==> src/rtl/cpu_pkg.sv <==
// Shared encodings for the 8-bit accumulator CPU: opcodes, sequencer states
// and data_bus_out driver selects, used by the control unit and the datapath.
package cpu_pkg;

  localparam int OPW = 3;

  localparam logic [OPW-1:0] OP_NOP = 3'b000;
  localparam logic [OPW-1:0] OP_LDA = 3'b001;
  localparam logic [OPW-1:0] OP_STA = 3'b010;
  localparam logic [OPW-1:0] OP_ADD = 3'b011;
  localparam logic [OPW-1:0] OP_LDI = 3'b100;
  localparam logic [OPW-1:0] OP_JMP = 3'b101;
  localparam logic [OPW-1:0] OP_JZ  = 3'b110;
  localparam logic [OPW-1:0] OP_HLT = 3'b111;

  typedef enum logic [2:0] {
    ST_IDLE   = 3'd0,
    ST_FETCH  = 3'd1,
    ST_DECODE = 3'd2,
    ST_EXEC   = 3'd3,
    ST_HALT   = 3'd4
  } state_e;

  localparam logic [1:0] BUS_NONE    = 2'b00;
  localparam logic [1:0] BUS_OPERAND = 2'b01;
  localparam logic [1:0] BUS_SUM     = 2'b10;
  localparam logic [1:0] BUS_AC      = 2'b11;

endpackage

==> src/rtl/mem_timeout_timer.sv <==
// Counts wait cycles of an outstanding memory request; expired flags that the
// count has reached MEM_TIMEOUT. Saturates there so it can never wrap.
module mem_timeout_timer #(
  parameter int TW          = 4,
  parameter int MEM_TIMEOUT = 15
) (
  input  logic clk,
  input  logic rst,
  input  logic clear,
  input  logic enable,
  output logic expired
);

  logic [TW-1:0] r_count;

  assign expired = (r_count == TW'(MEM_TIMEOUT));

  // NOTE: sequential state uses non-blocking assignments so every register
  // samples pre-edge values regardless of process ordering.
  always_ff @(posedge clk) begin
    if (rst) begin
      r_count <= '0;
    end else if (clear) begin
      r_count <= '0;
    end else if (enable && !expired) begin
      r_count <= r_count + 1'b1;
    end
  end

endmodule

==> src/rtl/cpu_control_unit.sv <==
// Fetch/decode/execute sequencer: drives AC/PC/IR strobes and the memory
// request/ack handshake, halting with a sticky error on a memory timeout.
module cpu_control_unit
  import cpu_pkg::*;
#(
  parameter int OPW         = cpu_pkg::OPW,
  parameter int MEM_TIMEOUT = 15,
  parameter int TW          = 4
) (
  input  logic           clk,
  input  logic           rst,
  input  logic           start,
  input  logic [OPW-1:0] ir_opcode,
  input  logic           ac_zero,
  input  logic           mem_ack,
  output logic           mem_req,
  output logic           mem_we,
  output logic           addr_sel,
  output logic           ld_ir,
  output logic           inc_pc,
  output logic           ld_pc,
  output logic           ld_ac,
  output logic           source_ac,
  output logic [1:0]     bus_sel,
  output logic           halted,
  output logic           mem_err,
  output logic [2:0]     state_dbg
);

  state_e r_state;
  state_e w_state_next;
  logic   r_halted;
  logic   r_mem_err;
  logic   w_timeout;
  logic   w_expired;
  logic   w_tmr_clear;
  logic   w_tmr_enable;

  // Any state change clears the counter, so each FETCH/EXEC starts from zero.
  assign w_tmr_clear  = (w_state_next != r_state);
  assign w_tmr_enable = mem_req && !mem_ack;

  mem_timeout_timer #(
    .TW          (TW),
    .MEM_TIMEOUT (MEM_TIMEOUT)
  ) u_timer (
    .clk     (clk),
    .rst     (rst),
    .clear   (w_tmr_clear),
    .enable  (w_tmr_enable),
    .expired (w_expired)
  );

  // NOTE: every output of this block gets a default first; a path that left
  // one unassigned would infer a latch.
  always_comb begin
    w_state_next = r_state;
    w_timeout    = 1'b0;
    mem_req      = 1'b0;
    mem_we       = 1'b0;
    addr_sel     = 1'b0;
    ld_ir        = 1'b0;
    inc_pc       = 1'b0;
    ld_pc        = 1'b0;
    ld_ac        = 1'b0;
    source_ac    = 1'b0;
    bus_sel      = BUS_NONE;

    unique case (r_state)
      ST_IDLE: begin
        if (start) w_state_next = ST_FETCH;
      end
      ST_FETCH: begin
        mem_req = 1'b1;
        if (mem_ack) begin
          ld_ir        = 1'b1;
          inc_pc       = 1'b1;
          w_state_next = ST_DECODE;
        end else if (w_expired) begin
          w_timeout    = 1'b1;
          w_state_next = ST_HALT;
        end
      end
      ST_DECODE: begin
        w_state_next = ST_FETCH;
        case (ir_opcode)
          OP_LDI: begin
            ld_ac     = 1'b1;
            source_ac = 1'b1;
            bus_sel   = BUS_OPERAND;
          end
          OP_JMP:                 ld_pc = 1'b1;
          OP_JZ:                  ld_pc = ac_zero;
          OP_HLT:                 w_state_next = ST_HALT;
          OP_LDA, OP_STA, OP_ADD: w_state_next = ST_EXEC;
          default:                ;
        endcase
      end
      ST_EXEC: begin
        mem_req  = 1'b1;
        addr_sel = 1'b1;
        if (ir_opcode == OP_STA) begin
          mem_we  = 1'b1;
          bus_sel = BUS_AC;
        end
        if (mem_ack) begin
          if (ir_opcode == OP_LDA) begin
            ld_ac = 1'b1;
          end else if (ir_opcode == OP_ADD) begin
            ld_ac     = 1'b1;
            source_ac = 1'b1;
            bus_sel   = BUS_SUM;
          end
          w_state_next = ST_FETCH;
        end else if (w_expired) begin
          w_timeout    = 1'b1;
          w_state_next = ST_HALT;
        end
      end
      ST_HALT: begin
        if (start) w_state_next = ST_FETCH;
      end
      default: w_state_next = ST_IDLE;
    endcase
  end

  always_ff @(posedge clk) begin
    if (rst) begin
      r_state   <= ST_IDLE;
      r_halted  <= 1'b0;
      r_mem_err <= 1'b0;
    end else begin
      r_state  <= w_state_next;
      r_halted <= (w_state_next == ST_HALT);
      if (w_timeout) begin
        r_mem_err <= 1'b1;
      end else if ((r_state == ST_HALT) && start) begin
        r_mem_err <= 1'b0;
      end
    end
  end

  assign halted    = r_halted;
  assign mem_err   = r_mem_err;
  assign state_dbg = r_state;

endmodule
==> config.mk <==
export PLATFORM = sky130hd
export DESIGN_NAME = cpu_control_unit
export DESIGN_NICKNAME = d
export VERILOG_FILES = /design/src/rtl/cpu_pkg.sv /design/src/rtl/mem_timeout_timer.sv /design/src/rtl/cpu_control_unit.sv
export SDC_FILE = /design/constraint.sdc
export NUM_CORES = 1
export LEC_CHECK = 0
export CAP_MARGIN = 20
export CORE_UTILIZATION = 30
export DETAILED_ROUTE_END_ITERATION = 12
export PLACE_DENSITY = 0.59
export RECOVER_POWER = 25
export SYNTH_ARGS = -nofsm -noshare
export SYNTH_HDL_FRONTEND = slang
export SYNTH_SLANG_ARGS = --single-unit
==> constraint.sdc <==
create_clock -name clk -period 2 [get_ports clk]
set_clock_uncertainty 0.15 [all_clocks]
set_input_delay 0.2 -clock clk [delete_from_list [all_inputs] [get_ports clk]]
set_output_delay 0.2 -clock clk [all_outputs]
set_load 0.05 [all_outputs]
Word level (Yosys, flattened, before mapping)
Cells that the tools add are included.
- register bits after elaboration: 9
- logic and storage cells: 63
- output and inout port bits: 15
- muxes and demuxes: 33
- equality and inequality tests: 14
- reduce and logical (&&, ||, !) cells: 11
- $add $sub $neg: 1
- operators with widths (cell ; number):
    two-way mux 1 bit ; 19
    == test 3 bit, second input constant ; 6
    == test 3 x 2 -> 1 bit, second input constant ; 4
    two-way mux 3 bit ; 4
    one-hot mux 3 bit (4 select lines) ; 1
    two-way mux 2 bit ; 4
    == test 3 x 1 -> 1 bit, second input constant ; 2
    one-hot mux 1 bit (2 select lines) ; 3
    one-hot mux 3 bit (2 select lines) ; 1
    OR reduction 2 bit ; 3
    adder 4 x 1 -> 4 bit, second input constant ; 1
    == test 4 bit, second input constant ; 1
    one-hot mux 2 bit (2 select lines) ; 1
    logical AND 1 bit ; 3
    zero test 3 bit ; 1
    != test 3 bit ; 1
    OR reduction 3 bit ; 1
    zero test 1 bit ; 2
    nonzero test 2 bit ; 1

Longest topological paths before layout
- word-level depth: 6
- mapped depth: 5

By module
From an unflattened synthesis, not the netlist that was laid out.
- cells, all modules: 88
- area, all modules: 683.2 um2
- by module, submodules not included (module ; sequential area each (um2) ; instances ; cells each ; area each (um2)):
    cpu_control_unit ; 100.1 ; 1 ; 66 ; 471.7
    mem_timeout_timer ; 80.1 ; 1 ; 22 ; 211.5

Worst setup path after synthesis
OpenSTA, ideal clock, no wires.
- path kind: reg2out
- start point: register r_state[1], in the netlist state_dbg[1]
- end point: output port bus_sel[0]
- stages on the path, launching flop included: 6
- slack: -914 ps
- arrival time: 2564 ps
- required time: 1650 ps
- path through: dfxtp_1 > clkbuf_1 > and2b_1 > and2_1 > nand3b_1 > a21oi_1
- word-level cells in the longest chain between the ends: 2
- elaborated cells between the ends (all ways): 3
- those cells by class: 2 x eq/ne; 1 x mux
- ends and longest elaborated chain (element ; line ; source):
    start: declaration ; cpu_control_unit.sv:30 ; state_e r_state;
    start signal: assignment ; cpu_control_unit.sv:133 ; r_state <= w_state_next;
    == test 3 x 2 -> 1 bit ; cpu_control_unit.sv:69 ; unique case (r_state)
    one-hot mux 2 bit (2 select lines) * ; cpu_control_unit.sv:69 ;
    end: declaration ; cpu_control_unit.sv:24 ; output logic [1:0] bus_sel,
Every way passes the cells marked *; elsewhere a longest branch is shown, timed or not.

Worst setup path in the final report
- start point: register r_state[2], in the netlist state_dbg[2]
- end point: output port ld_ac
- word-level cells in the longest chain between the ends: 2
- elaborated cells between the ends (all ways): 3
- those cells by class: 2 x eq/ne; 1 x mux
- ends and longest elaborated chain (element ; line ; source):
    == test 3 x 2 -> 1 bit ; cpu_control_unit.sv:69 ;
    one-hot mux 1 bit (2 select lines) * ; cpu_control_unit.sv:69 ;
    end: declaration ; cpu_control_unit.sv:22 ; output logic ld_ac,
Marked as above.

==> impl_results.md <==
* First-pass GRT wire length at 2610 um
* Die height at 48.0 um
* Slew @ Worst Pin at 0.607 ns
* Ant. Diodes at 0
* Distinct cell type count after synthesis at 34
* Top Ports at 23
* DR DRC count at 0
* Startpoint Class: flip-flop
* Yosys top cell area share at 28.3%
* Total global-route track usage at 15.9%
* Class of the worst hold path: reg2reg
* Pwr dens at 464 nW/um^2
* Core area at 1980 um^2
* Worst-path maximum fanout at 13
* Ranking of synthesized cells by area: dfxtp_1 28%, nand3b_1 5.9%, a21oi_1 4.7%
* CTS root buf: clkbuf_4
* Total of max-cap violations at 0
* Initial core utilization at 32.1%
* Status: finished clean
* Warnings from Yosys at 0
* Final hold viol count at 0
* Die Span X at 48.0 um
* H-tree depth at 1
* Number of flops mapped to enable cells by yosys at 0
* Seq cells post-synth at 9
* Share of flip-flops with an asynchronous set or reset at 0%
* Critical path required time at approximately 1.7 ns
* IO buf count at 22
* Initial DRC count at 22
* Pin count of the biggest net entering global routing at 16
* Slew headroom at 59.7%
* Filler cells at 194
* DR vias/cell at 5.04
* Setup violators final at 0
* Mapped Cells at 78
* Final core occ at 57.2%
* IR Drop Worst-Case VDD at between 300 and 400 uV
* Routed via count at approximately 690
* Post-synthesis instance area at 636 um^2
* Layout cell share with drive strength beyond 1 at 35.5%
* Post-synth net total at 87
* CTS max path bufs at 2
* Post-Place Cell Area at 1100 um^2
* LEAKAGE at 0.418 nW
* CP Data Arrival Time at 1.59 ns
* CP Capture Type: primary output
* Top FF cell, synth: dfxtp_1
* Post-Layout Inst Area at between 1000 and 1500 um^2
* Antenna Nets Post-Route at 0
* Max-slew violation count at 0
* Minimum clock period at 1.94 ns
* Routability cong. at 0.851
* CTS tree: done
* Post-synthesis sequential area ratio at 28.3%
* Std cell rows at 16
* Clock Latency Late Sink at between 0.2 and 0.3 ns
* Vias in the first global route at 598
* HPWL Detailed at roughly 1400 um
* Pwr Total at between 0.5 and 0.6 mW
* Initial antenna violation count at 0
* Die ar. at ~2300 um^2
* Post-Route WL at 1790 um
* Final net count at 120
* DR pass1 iterations at 4
* Critical path type: reg2out
* Worst hold margin at 0.352 ns
* CTS Sinks at 9
* Clock slew at reported path FFs at approximately 0.060 ns
* Inserted Clock Buffers at 3
* Dominant cell type by area after synthesis: dfxtp_1
* Fmax at 515 MHz
* Avg WL per Cell at between 10 and 15 um
* Part of the cycle the worst path needs at 97.1%
* Hold buffer count at CTS at 0
* Remaining Overflow, GRT at 0
* Mean cell area of the mapped netlist at 8.15 um^2
* Synthesis-to-layout area growth at 78.3%
-- critical path: stages (launching register included) --
cell and delay [ns]:
dfxtp_4 0.38, and2b_4 0.28, nand2_1 0.11, nor3_4 0.25
o21bai_4 0.18, buf_12 0.15
-- metal layers --
| layer | vias up | routed length (um) | global-route usage, % |
|---|---|---|---|
| met5 | - | 0 | 0 |
| met4 | 0 | 11 | 5.00 |
| met3 | 2 | 66 | 1.13 |
| met2 | 22 | 881 | 27.8 |
| met1 | 315 | 825 | 20.5 |
| li1 | 352 | - | - |
-- power by group --
part / internal (mW) / total, mW / switching (mW) / leakage (nW)
registers: 0.184 / 0.199 / 0.0154 / 0.0750
clock network: 0.0765 / 0.133 / 0.0570 / 0.0150
logic: 0.0889 / 0.193 / 0.104 / 0.328
total: 0.349 / 0.526 / 0.176 / 0.418
-- registers in the layout, indices dropped and copies added (netlist names) --
signal / flops
mem_err: 1
u_timer.r_count: 4
state_dbg: 3
halted: 1
-- kinds of logic (layout without fill, tap and decap cells) --
family | Yosys count | count (layout) | share of synthesized area (%)
and+or+nand+nor | 39 | 39 | 37.8
DFF | 9 | 9 | 28.3
muxes | 2 | 2 | 3.15
xor gates and xnor gates | 2 | 2 | 2.76
adders and majority gates | 1 | 1 | 1.97
AOI/OAI and AO/OA | 19 | 19 | 20.7
buffers and inverters | 6 | 38 | 5.31
-- layout make-up --
class                           count  area (um^2)  area share, %
Clock buffer                        4         26.3           2.32
Inverter                            1         3.75          0.331
Multi-Input combinational cell     63          512           45.1
Sequential cell                     9          191           16.9
Tap cell                           27         33.8           2.98
Timing Repair Buffer               33          367           32.3
-- final timing paths --
kind	depth (start not counted)	slack, ns	start	end
max	5	0.06	state_dbg[2]	ld_ac
min	2	0.35	mem_err	mem_err
max reg2reg	5	0.16	u_timer.r_count[0]	u_timer.r_count[2]
min reg2reg	2	0.35	mem_err	mem_err
-- placed cells by master, fill, tap and decap left out, types with 2 or more instances in the layout --
| cell type | n |
|---|---|
| clkbuf_4 | 3 |
| nor2_4 | 2 |
| dfxtp_4 | 3 |
| nor3b_1 | 2 |
| nor2_1 | 2 |
| and2_1 | 2 |
| and4bb_2 | 2 |
| a21oi_4 | 2 |
| clkbuf_1 | 4 |
| o21ba_2 | 2 |
| dfxtp_1 | 6 |
| nand3_1 | 4 |
| buf_4 | 10 |
| clkdlybuf4s50_1 | 12 |
| nor3_1 | 4 |
| nand2_1 | 4 |
| or3_1 | 2 |
| xor2_1 | 2 |
| nand2b_1 | 2 |
| nand3b_1 | 5 |
| buf_12 | 8 |
| mux2i_1 | 2 |
| o21ai_0 | 3 |
| a21oi_1 | 4 |
-- metrics by stage --
| step | setup TNS (ns) | instances | worst slack (ns) |
|---|---|---|---|
| 2_1_floorplan | -0.00773 | 78 | -0.00773 |
| 4_1_cts | 0 | 136 | 0.00168 |
| 6_report | 0 | 137 | 0.0577 |
| 3_3_place_gp | -0.0398 | 132 | -0.0150 |
| 3_5_place_dp | -0.301 | 132 | -0.0968 |
| 5_1_grt | -0.0192 | 137 | -0.0192 |
-- Yosys cell counts (2+ instances only) --
cell	n
or3_1	2
nand3_1	4
nand3b_1	5
o21ba_2	2
o21ai_0	3
dfxtp_1	9
nand2b_1	3
xor2_1	2
nor2_1	4
a21oi_1	6
mux2i_1	2
and4bb_2	2
nor3b_1	2
and2_1	3
clkbuf_1	3
nand2_1	4
nor3_1	5
-- repair_timing --
item	CTS	global route
gates resized for setup	0	3
buffers inserted	0	1
endpoints found under the setup margin	0	8
endpoints found under the hold margin	0	0
(Power assumes the default switching activity.)
